[config.mk]
export PLATFORM = sky130hd
export DESIGN_NAME = sprite_compositor
export DESIGN_NICKNAME = d
export VERILOG_FILES = /design/src/rtl/sprite_pkg.sv /design/src/rtl/sprite_channel.sv /design/src/rtl/sprite_compositor.sv
export SDC_FILE = /design/constraint.sdc
export NUM_CORES = 1
export LEC_CHECK = 0
export CAP_MARGIN = 20
export CORE_MARGIN = 1.5
export CORE_UTILIZATION = 45
export CTS_BUF_LIST = sky130_fd_sc_hd__clkbuf_16
export DETAILED_ROUTE_END_ITERATION = 16
export GPL_TIMING_DRIVEN = 0
export PLACE_DENSITY = 0.74
export SLEW_MARGIN = 40
export SYNTH_ARGS = -nofsm -noshare
export SYNTH_HDL_FRONTEND = slang
export SYNTH_HIERARCHICAL = 1
export SYNTH_SLANG_ARGS = --single-unit
[constraint.sdc]
create_clock -name Clk -period 3 [get_ports Clk]
set_input_delay 0.45 -clock Clk [delete_from_list [all_inputs] [get_ports Clk]]
set_output_delay 0.45 -clock Clk [all_outputs]
set_load 0.01 [all_outputs]
[src/rtl/sprite_pkg.sv]
// Shared types and constants for the sprite compositor: transparent key colour,
// screen limits and the 24-bit colour type.
package sprite_pkg;

  typedef logic [23:0] rgb24;

  localparam rgb24 KEY_RGB_DEFAULT = 24'hEE35FF;
  localparam int   SCREEN_W        = 640;
  localparam int   SCREEN_H        = 480;

endpackage

[src/rtl/sprite_channel.sv]
// One sprite channel: animation counters, hit test and registered ROM address.
// Horizontal mirroring exists only when SPRITE_HFLIP_EN is defined.
module sprite_channel
  import sprite_pkg::*;
#(
  parameter int SPR_SIZE    = 16,
  parameter int NUM_FRAMES  = 4,
  parameter int FRAME_TICKS = 6,
  parameter int AW          = 10
) (
  input  logic          clk_i,
  input  logic          rst_i,
  input  logic          tick_i,
  input  logic [9:0]    draw_x_i,
  input  logic [9:0]    draw_y_i,
  input  logic [9:0]    spr_x_i,
  input  logic [9:0]    spr_y_i,
  input  logic          en_i,
  input  logic          anim_i,
  input  logic          flip_i,
  output logic [AW-1:0] rom_addr_o,
  output logic          hit_o
);

  localparam int SW  = $clog2(SPR_SIZE);
  localparam int FW  = (NUM_FRAMES > 1) ? $clog2(NUM_FRAMES) : 1;
  localparam int TW  = (FRAME_TICKS > 1) ? $clog2(FRAME_TICKS) : 1;
  localparam int PIX = SPR_SIZE * SPR_SIZE;

  logic [TW-1:0] tick_cnt_q, tick_cnt_d;
  logic [FW-1:0] frame_q, frame_d;
  logic [AW-1:0] rom_addr_p0_q, rom_addr_d;
  logic          hit_p0_q, hit_d;

  // Counters sit at zero while animation is off, so a rising anim restarts at frame 0.
  always_comb begin
    tick_cnt_d = tick_cnt_q;
    frame_d    = frame_q;
    if (!anim_i) begin
      tick_cnt_d = '0;
      frame_d    = '0;
    end else if (tick_i) begin
      if (tick_cnt_q == TW'(FRAME_TICKS - 1)) begin
        tick_cnt_d = '0;
        frame_d    = (frame_q == FW'(NUM_FRAMES - 1)) ? '0 : frame_q + 1'b1;
      end else begin
        tick_cnt_d = tick_cnt_q + 1'b1;
      end
    end
  end

  logic [10:0] x11, y11, sx11, sy11;
  logic [9:0]  dx, dy;
  logic [SW-1:0] col, row;

  assign x11  = {1'b0, draw_x_i};
  assign y11  = {1'b0, draw_y_i};
  assign sx11 = {1'b0, spr_x_i};
  assign sy11 = {1'b0, spr_y_i};

  assign hit_d = en_i
              && (x11 >= sx11) && (x11 < sx11 + 11'(SPR_SIZE))
              && (y11 >= sy11) && (y11 < sy11 + 11'(SPR_SIZE));

  assign dx  = draw_x_i - spr_x_i;
  assign dy  = draw_y_i - spr_y_i;
  assign row = dy[SW-1:0];

`ifdef SPRITE_HFLIP_EN
  assign col = flip_i ? ~dx[SW-1:0] : dx[SW-1:0];
`else
  assign col = dx[SW-1:0];
  logic unused_flip;
  assign unused_flip = flip_i;
`endif

  logic unused_hi;
  assign unused_hi = ^{dx[9:SW], dy[9:SW]};

  assign rom_addr_d = AW'(32'(frame_q) * 32'(PIX) + 32'(row) * 32'(SPR_SIZE) + 32'(col));

  // Stage 0 -> 1 boundary: address and hit registered together.
  always_ff @(posedge clk_i or posedge rst_i) begin
    if (rst_i) begin
      tick_cnt_q    <= '0;
      frame_q       <= '0;
      rom_addr_p0_q <= '0;
      hit_p0_q      <= 1'b0;
    end else begin
      tick_cnt_q    <= tick_cnt_d;
      frame_q       <= frame_d;
      rom_addr_p0_q <= rom_addr_d;
      hit_p0_q      <= hit_d;
    end
  end

  assign rom_addr_o = rom_addr_p0_q;
  assign hit_o      = hit_p0_q;

endmodule

[src/rtl/sprite_compositor.sv]
// Multi-channel sprite compositor: 3-cycle pixel pipeline over synchronous ROMs.
// Define SPRITE_HFLIP_EN to enable per-channel horizontal mirroring.
module sprite_compositor
  import sprite_pkg::*;
#(
  parameter int   NUM_SPRITES = 4,
  parameter int   SPR_SIZE    = 16,
  parameter int   NUM_FRAMES  = 4,
  parameter int   FRAME_TICKS = 6,
  parameter rgb24 KEY_RGB     = KEY_RGB_DEFAULT,
  localparam int  AW          = $clog2(NUM_FRAMES * SPR_SIZE * SPR_SIZE)
) (
  input  logic                             Clk,
  input  logic                             Reset,
  input  logic                             frame_clk,
  input  logic                             blank,
  input  logic [9:0]                       DrawX,
  input  logic [9:0]                       DrawY,
  input  logic [NUM_SPRITES-1:0][9:0]      spr_x,
  input  logic [NUM_SPRITES-1:0][9:0]      spr_y,
  input  logic [NUM_SPRITES-1:0]           spr_en,
  input  logic [NUM_SPRITES-1:0]           spr_anim,
  input  logic [NUM_SPRITES-1:0]           spr_flip,
  output logic [NUM_SPRITES-1:0][AW-1:0]   rom_addr,
  input  logic [NUM_SPRITES-1:0][23:0]     rom_data,
  input  logic [23:0]                      bg_rgb,
  output logic [7:0]                       Red,
  output logic [7:0]                       Green,
  output logic [7:0]                       Blue
);

  // Two synchroniser flops plus one history flop for rising-edge detection.
  logic [2:0] fsync_q;
  logic       tick;

  always_ff @(posedge Clk or posedge Reset) begin
    if (Reset) fsync_q <= '0;
    else       fsync_q <= {fsync_q[1:0], frame_clk};
  end

  assign tick = fsync_q[1] & ~fsync_q[2];

  logic [NUM_SPRITES-1:0] hit_p0;

  for (genvar g = 0; g < NUM_SPRITES; g++) begin : g_chan
    sprite_channel #(
      .SPR_SIZE    (SPR_SIZE),
      .NUM_FRAMES  (NUM_FRAMES),
      .FRAME_TICKS (FRAME_TICKS),
      .AW          (AW)
    ) u_chan (
      .clk_i      (Clk),
      .rst_i      (Reset),
      .tick_i     (tick),
      .draw_x_i   (DrawX),
      .draw_y_i   (DrawY),
      .spr_x_i    (spr_x[g]),
      .spr_y_i    (spr_y[g]),
      .en_i       (spr_en[g]),
      .anim_i     (spr_anim[g]),
      .flip_i     (spr_flip[g]),
      .rom_addr_o (rom_addr[g]),
      .hit_o      (hit_p0[g])
    );
  end

  logic                   blank_p0_q, blank_p1_q;
  logic [NUM_SPRITES-1:0] hit_p1_q;
  rgb24                   bg_p1_q;
  rgb24                   rgb_p2_q, rgb_d;

  // Stage 1 -> 2 boundary: hit/blank/background aligned with the ROM read data.
  always_ff @(posedge Clk or posedge Reset) begin
    if (Reset) begin
      blank_p0_q <= 1'b0;
      blank_p1_q <= 1'b0;
      hit_p1_q   <= '0;
    end else begin
      blank_p0_q <= blank;
      blank_p1_q <= blank_p0_q;
      hit_p1_q   <= hit_p0;
    end
  end

  always_ff @(posedge Clk) begin
    bg_p1_q <= bg_rgb;
  end

  // Descending scan so the lowest-index opaque channel is the final winner.
  always_comb begin
    rgb_d = bg_p1_q;
    for (int i = NUM_SPRITES - 1; i >= 0; i--) begin
      if (hit_p1_q[i] && (rom_data[i] != KEY_RGB)) rgb_d = rom_data[i];
    end
    if (!blank_p1_q) rgb_d = '0;
  end

  // Stage 2 output register.
  always_ff @(posedge Clk or posedge Reset) begin
    if (Reset) rgb_p2_q <= '0;
    else       rgb_p2_q <= rgb_d;
  end

  assign Red   = rgb_p2_q[23:16];
  assign Green = rgb_p2_q[15:8];
  assign Blue  = rgb_p2_q[7:0];

endmodule

==> results.txt <==
The analysis attributes to cell leakage a power of 5.93 nW. The placer congestion estimate was 0.977; the area of the mapped netlist was 9200 um^2. Slowest library cell on the worst path: sky130_fd_sc_hd__or4_4. The run finished with clean final reports. The number of warnings printed during yosys synthesis is 6, and the shortest clock period the worst path allows after layout is 2.94 ns. After technology mapping, the gate count stands at 1004. The category of the critical setup timing path is primary input to register. The via count normalized by instance count is 5.47. For this run, global-route usage on met3 was measured as 6.24%.

The run gives 0 as the final max-slew violation count. By area the synthesized netlist is led by sky130_fd_sc_hd__dfrtp_1, sky130_fd_sc_hd__ha_1, sky130_fd_sc_hd__inv_1, sky130_fd_sc_hd__dfxtp_1, sky130_fd_sc_hd__a21oi_1. Setup slack on the worst reg-to-reg path comes out at 0.36 ns. Combinational logic burns 28.8% of the power. The insertion delay to the later sink of the worst-skew pair is 0.42 ns, and the unique cell type count in the Yosys netlist is 67.

Across all hold checks on the routed design, the worst slack comes to 0.345 ns. The run gives 29800 um as the total detailed-routing wirelength. For the worst setup path, the data arrival time is 3.22 ns. The startpoint type of the worst setup path is a primary input.

The total overflow left after global routing is 0. Once the floorplan was initialized, standard cells occupied 45.6% of the core. Power spread over the standard cell area amounts to 403 nW/um^2. On the final layout, the worst clock skew is 0.00725 ns. The initial antenna violation count was 0; the synthesized flop and latch total was 121. Dividing the final minimum period by the clock period gives 98.0%.

Together, buffers and inverters on the worst path number 3. The clock sink count came out at 121. TritonCTS built the clock tree. The clock transition time at the flip-flop clock pins of the worst setup and hold paths is 0.06 ns, and the via count of the first global-routing pass is 8926. Entering global routing, the biggest net connects 34 pins. Max-cap violations in this run came to 0. The layer carrying the most global-route usage was met2.

The tools report the switching power as 1.53 mW. The net count after synthesis is 1388. The count of endpoints failing setup in the final report is 0, and the global-route wire length before repair is 46400 um.

During placement, the flow inserted port buffers numbering 295. STA classifies the critical path endpoint as a register. The cell class contributing the biggest share of worst-path delay is simple AND/OR/NAND/NOR gates.

Row generation in the floorplan step produced 52 rows. Cell internal power was estimated by the tool at 3.76 mW. Across all layers, the routed design uses 8764 vias. The floorplan step defined a die boundary enclosing 21300 um^2. Headroom to the max-slew limit came out at 42.2%. In this run the remaining antenna-violating nets after routing total 0. The run gives 37.1% as the clock network power share. Ranked by instance count, the synthesized netlist is headed by sky130_fd_sc_hd__inv_1, sky130_fd_sc_hd__ha_1, sky130_fd_sc_hd__dfrtp_1. Horizontal die dimension: 146 um.

The portion of synthesized cell area occupied by the leading cell type was 26.4%; the clock buffer count from CTS was 17. In the synthesized netlist the async set-or-reset flop fraction comes to 80.2%. Counting along the longest clock path gives a buffer depth of 2.

Top-level port count: 300. Share of the core filled with cells: 65.1%. Setup repair after global routing left no endpoint under its margin. Summed over all nets, the half-perimeter wirelength after detailed placement is 24300 um. The min-delay analysis places its worst path in the category register to register. Derived from the worst setup path, the maximum achievable clock frequency is 340 MHz. The share of the Yosys chip area taken by registers is 31.6%.

In this run the worst path has a maximum fanout of 10. The run gives 349 as the iteration-0 DRC count of the detailed router. IR analysis of the VDD net gives a maximum drop of 0.209 mV.

For this run, the detailed router's first-pass iteration total came to 5. Number of endpoints with negative hold slack in the final report: 0. Of all cell types, the one taking the most synthesized area is sky130_fd_sc_hd__dfrtp_1. For this design, the CTS-stage hold fixing added 0 buffers.

In the post-synthesis netlist, the cell with the most instances is sky130_fd_sc_hd__inv_1. After detailed routing, the average wire length per cell comes to 18.6 um. Global routing consumed, on the met1 layer, 31.9% of the routing resources. The die height was 146 um. The tools report the clock root buffer master as sky130_fd_sc_hd__clkbuf_16. The critical path goes through clkdlybuf4s50_1 -> or4b_4 -> or4_4 -> or2_1 -> buf_6 -> buf_8 -> a221oi_4 -> o22ai_2. Global routing consumed, on the met2 layer, 50.6% of the routing resources. Counting flops with a built-in enable in the synthesized netlist gives 0. Compared with the post-synthesis result, the final layout area differs by 42.6%. For the data required time at the worst endpoint, the log shows 3.28 ns. The largest single stage delay on the critical path is 0.64 ns. Among all flip-flop cells after synthesis, the most frequent one is sky130_fd_sc_hd__dfrtp_1.

For the pin with the worst max-slew slack, the measured transition is 0.862 ns. The final net count is 1701. Across every metal layer, demand over resource in global routing totals 28.3%. Sequential cells burn 34.1% of the power. The count of cells in the finished layout, fillers not included, comes to 1601. Once placement completed, the tool counted placed cells totaling 1569. For the core area, the log shows 20200 um^2.

The count of unresolved DRC violations after routing came out at 0. The clock tree synthesis step divided the H-tree into 4 levels. After synthesis, the mean cell area works out to 9.16 um^2.

In the final layout, the share of cells above drive strength 1 is 4.44%. Net switching is 28.9% of the power.
-- flip-flops by register name (all words and copies together) (netlist names) --
name,flops
bg_p1_q,24
g_chan.u_chan/hit_o,4
g_chan.u_chan/rom_addr_o,40
g_chan.u_chan/frame_q,8
g_chan.u_chan/tick_cnt_q,12
blank_p1_q,1
fsync_q,3
blank_p0_q,1
rgb_p2_q,24
hit_p1_q,4
-- per-stage QoR --
stage	setup slack [ns]	total power [mW]	setup TNS, ns	cell area, um^2
floorplan	0.451	2.54	0	9200
global placement	-0.755	3.31	-10.31	12500
detailed placement	-0.751	3.34	-10.03	12500
CTS	0.0265	5.32	0	13100
global route	0.0406	5.54	0	13100
finish	0.0604	5.29	0	13100
-- kinds of logic after synthesis --
group / count (synthesis) / share of synthesized area (%)
AOI/OAI and AO/OA: 290 / 21.9
and+or+nand+nor: 231 / 14.2
DFF: 121 / 31.6
buffers and inverters: 167 / 7.07
adders and majority gates: 148 / 20.8
xor gates and xnor gates: 47 / 4.47
-- timing repair --
action                                  4_1_cts  5_1_grt
buffers inserted                              0        0
endpoints found under the setup margin       12        9
gates resized for setup                       6        2
-- final timing paths --
path	start	to	cells past startpoint
min in group asynchronous	Reset	g_chan[2].u_chan/rom_addr_o[8]	2
max in group asynchronous	Reset	g_chan[3].u_chan/rom_addr_o[4]	2
min	blank_p0_q	blank_p1_q	0
max	rom_data[87]	rgb_p2_q[19]	8
min reg2reg	blank_p0_q	blank_p1_q	0
max reg2reg	hit_p1_q[2]	rgb_p2_q[19]	6
-- metal layers --
metal	wire length, um	vias to the layer above	share of wire, %
met5	0	-	0
met4	1240	0	4.2
met3	2220	70	7.5
met2	14800	357	50
met1	11500	4068	39
li1	-	4269	-
-- power by group through the flow --
stage          logic, mW  registers [mW]  clock network (mW)
4_1_cts             1.52            1.80                1.99
6_report            1.52            1.80                1.96
3_3_place_gp        1.47            1.83                   0
5_1_grt             1.66            1.82                2.07
3_5_place_dp        1.50            1.83                   0
2_1_floorplan      0.663            1.87                   0
-- cell usage in the layout, fill, tap and decap left out, types with 8 or more instances in the layout --
cell,synthesis,routed
sky130_fd_sc_hd__o221ai_1,8,8
sky130_fd_sc_hd__o22ai_1,28,27
sky130_fd_sc_hd__nor2_1,30,30
sky130_fd_sc_hd__fa_1,8,8
sky130_fd_sc_hd__xnor2_1,39,39
sky130_fd_sc_hd__nand2b_1,12,12
sky130_fd_sc_hd__o211ai_1,13,13
sky130_fd_sc_hd__nor3_1,15,15
sky130_fd_sc_hd__nand4_1,10,10
sky130_fd_sc_hd__clkbuf_16,0,20
sky130_fd_sc_hd__ha_1,140,140
sky130_fd_sc_hd__nand3_1,39,39
sky130_fd_sc_hd__o21a_1,16,16
sky130_fd_sc_hd__dfrtp_1,97,97
sky130_fd_sc_hd__xor2_1,8,8
sky130_fd_sc_hd__o21ai_0,51,50
sky130_fd_sc_hd__a21oi_1,76,76
sky130_fd_sc_hd__a211o_1,22,22
sky130_fd_sc_hd__clkbuf_1,17,17
sky130_fd_sc_hd__a21o_1,10,10
sky130_fd_sc_hd__clkdlybuf4s50_1,0,295
sky130_fd_sc_hd__inv_1,145,145
sky130_fd_sc_hd__nand2_1,37,37
sky130_fd_sc_hd__and2_1,24,24
sky130_fd_sc_hd__nor2b_1,14,14
sky130_fd_sc_hd__dfxtp_1,24,24
sky130_fd_sc_hd__a221oi_2,10,10
-- layout make-up --
| cell class | count | area [um^2] |
|---|---|---|
| fill | 1698 | 7050 |
| multi-input combinational | 716 | 5700 |
| tap | 270 | 338 |
| timing repair buffer | 295 | 2950 |
| clock buffer | 20 | 500 |
| clock inverter | 12 | 71.3 |
| antenna | 1 | 2.50 |
| inverter | 146 | 549 |
| buffer | 20 | 97.6 |
| sequential | 121 | 2910 |
-- worst register-to-register path, cell delays in order, from the launching register on --
cell and delay (ns):
sky130_fd_sc_hd__dfrtp_1 0.36, sky130_fd_sc_hd__clkbuf_1 0.48, sky130_fd_sc_hd__o41ai_4 0.26, sky130_fd_sc_hd__o21ai_1 0.53, sky130_fd_sc_hd__clkbuf_1 0.62, sky130_fd_sc_hd__a221oi_4 0.09
sky130_fd_sc_hd__o22ai_2 0.21
Power figures use the tool's default switching activity.
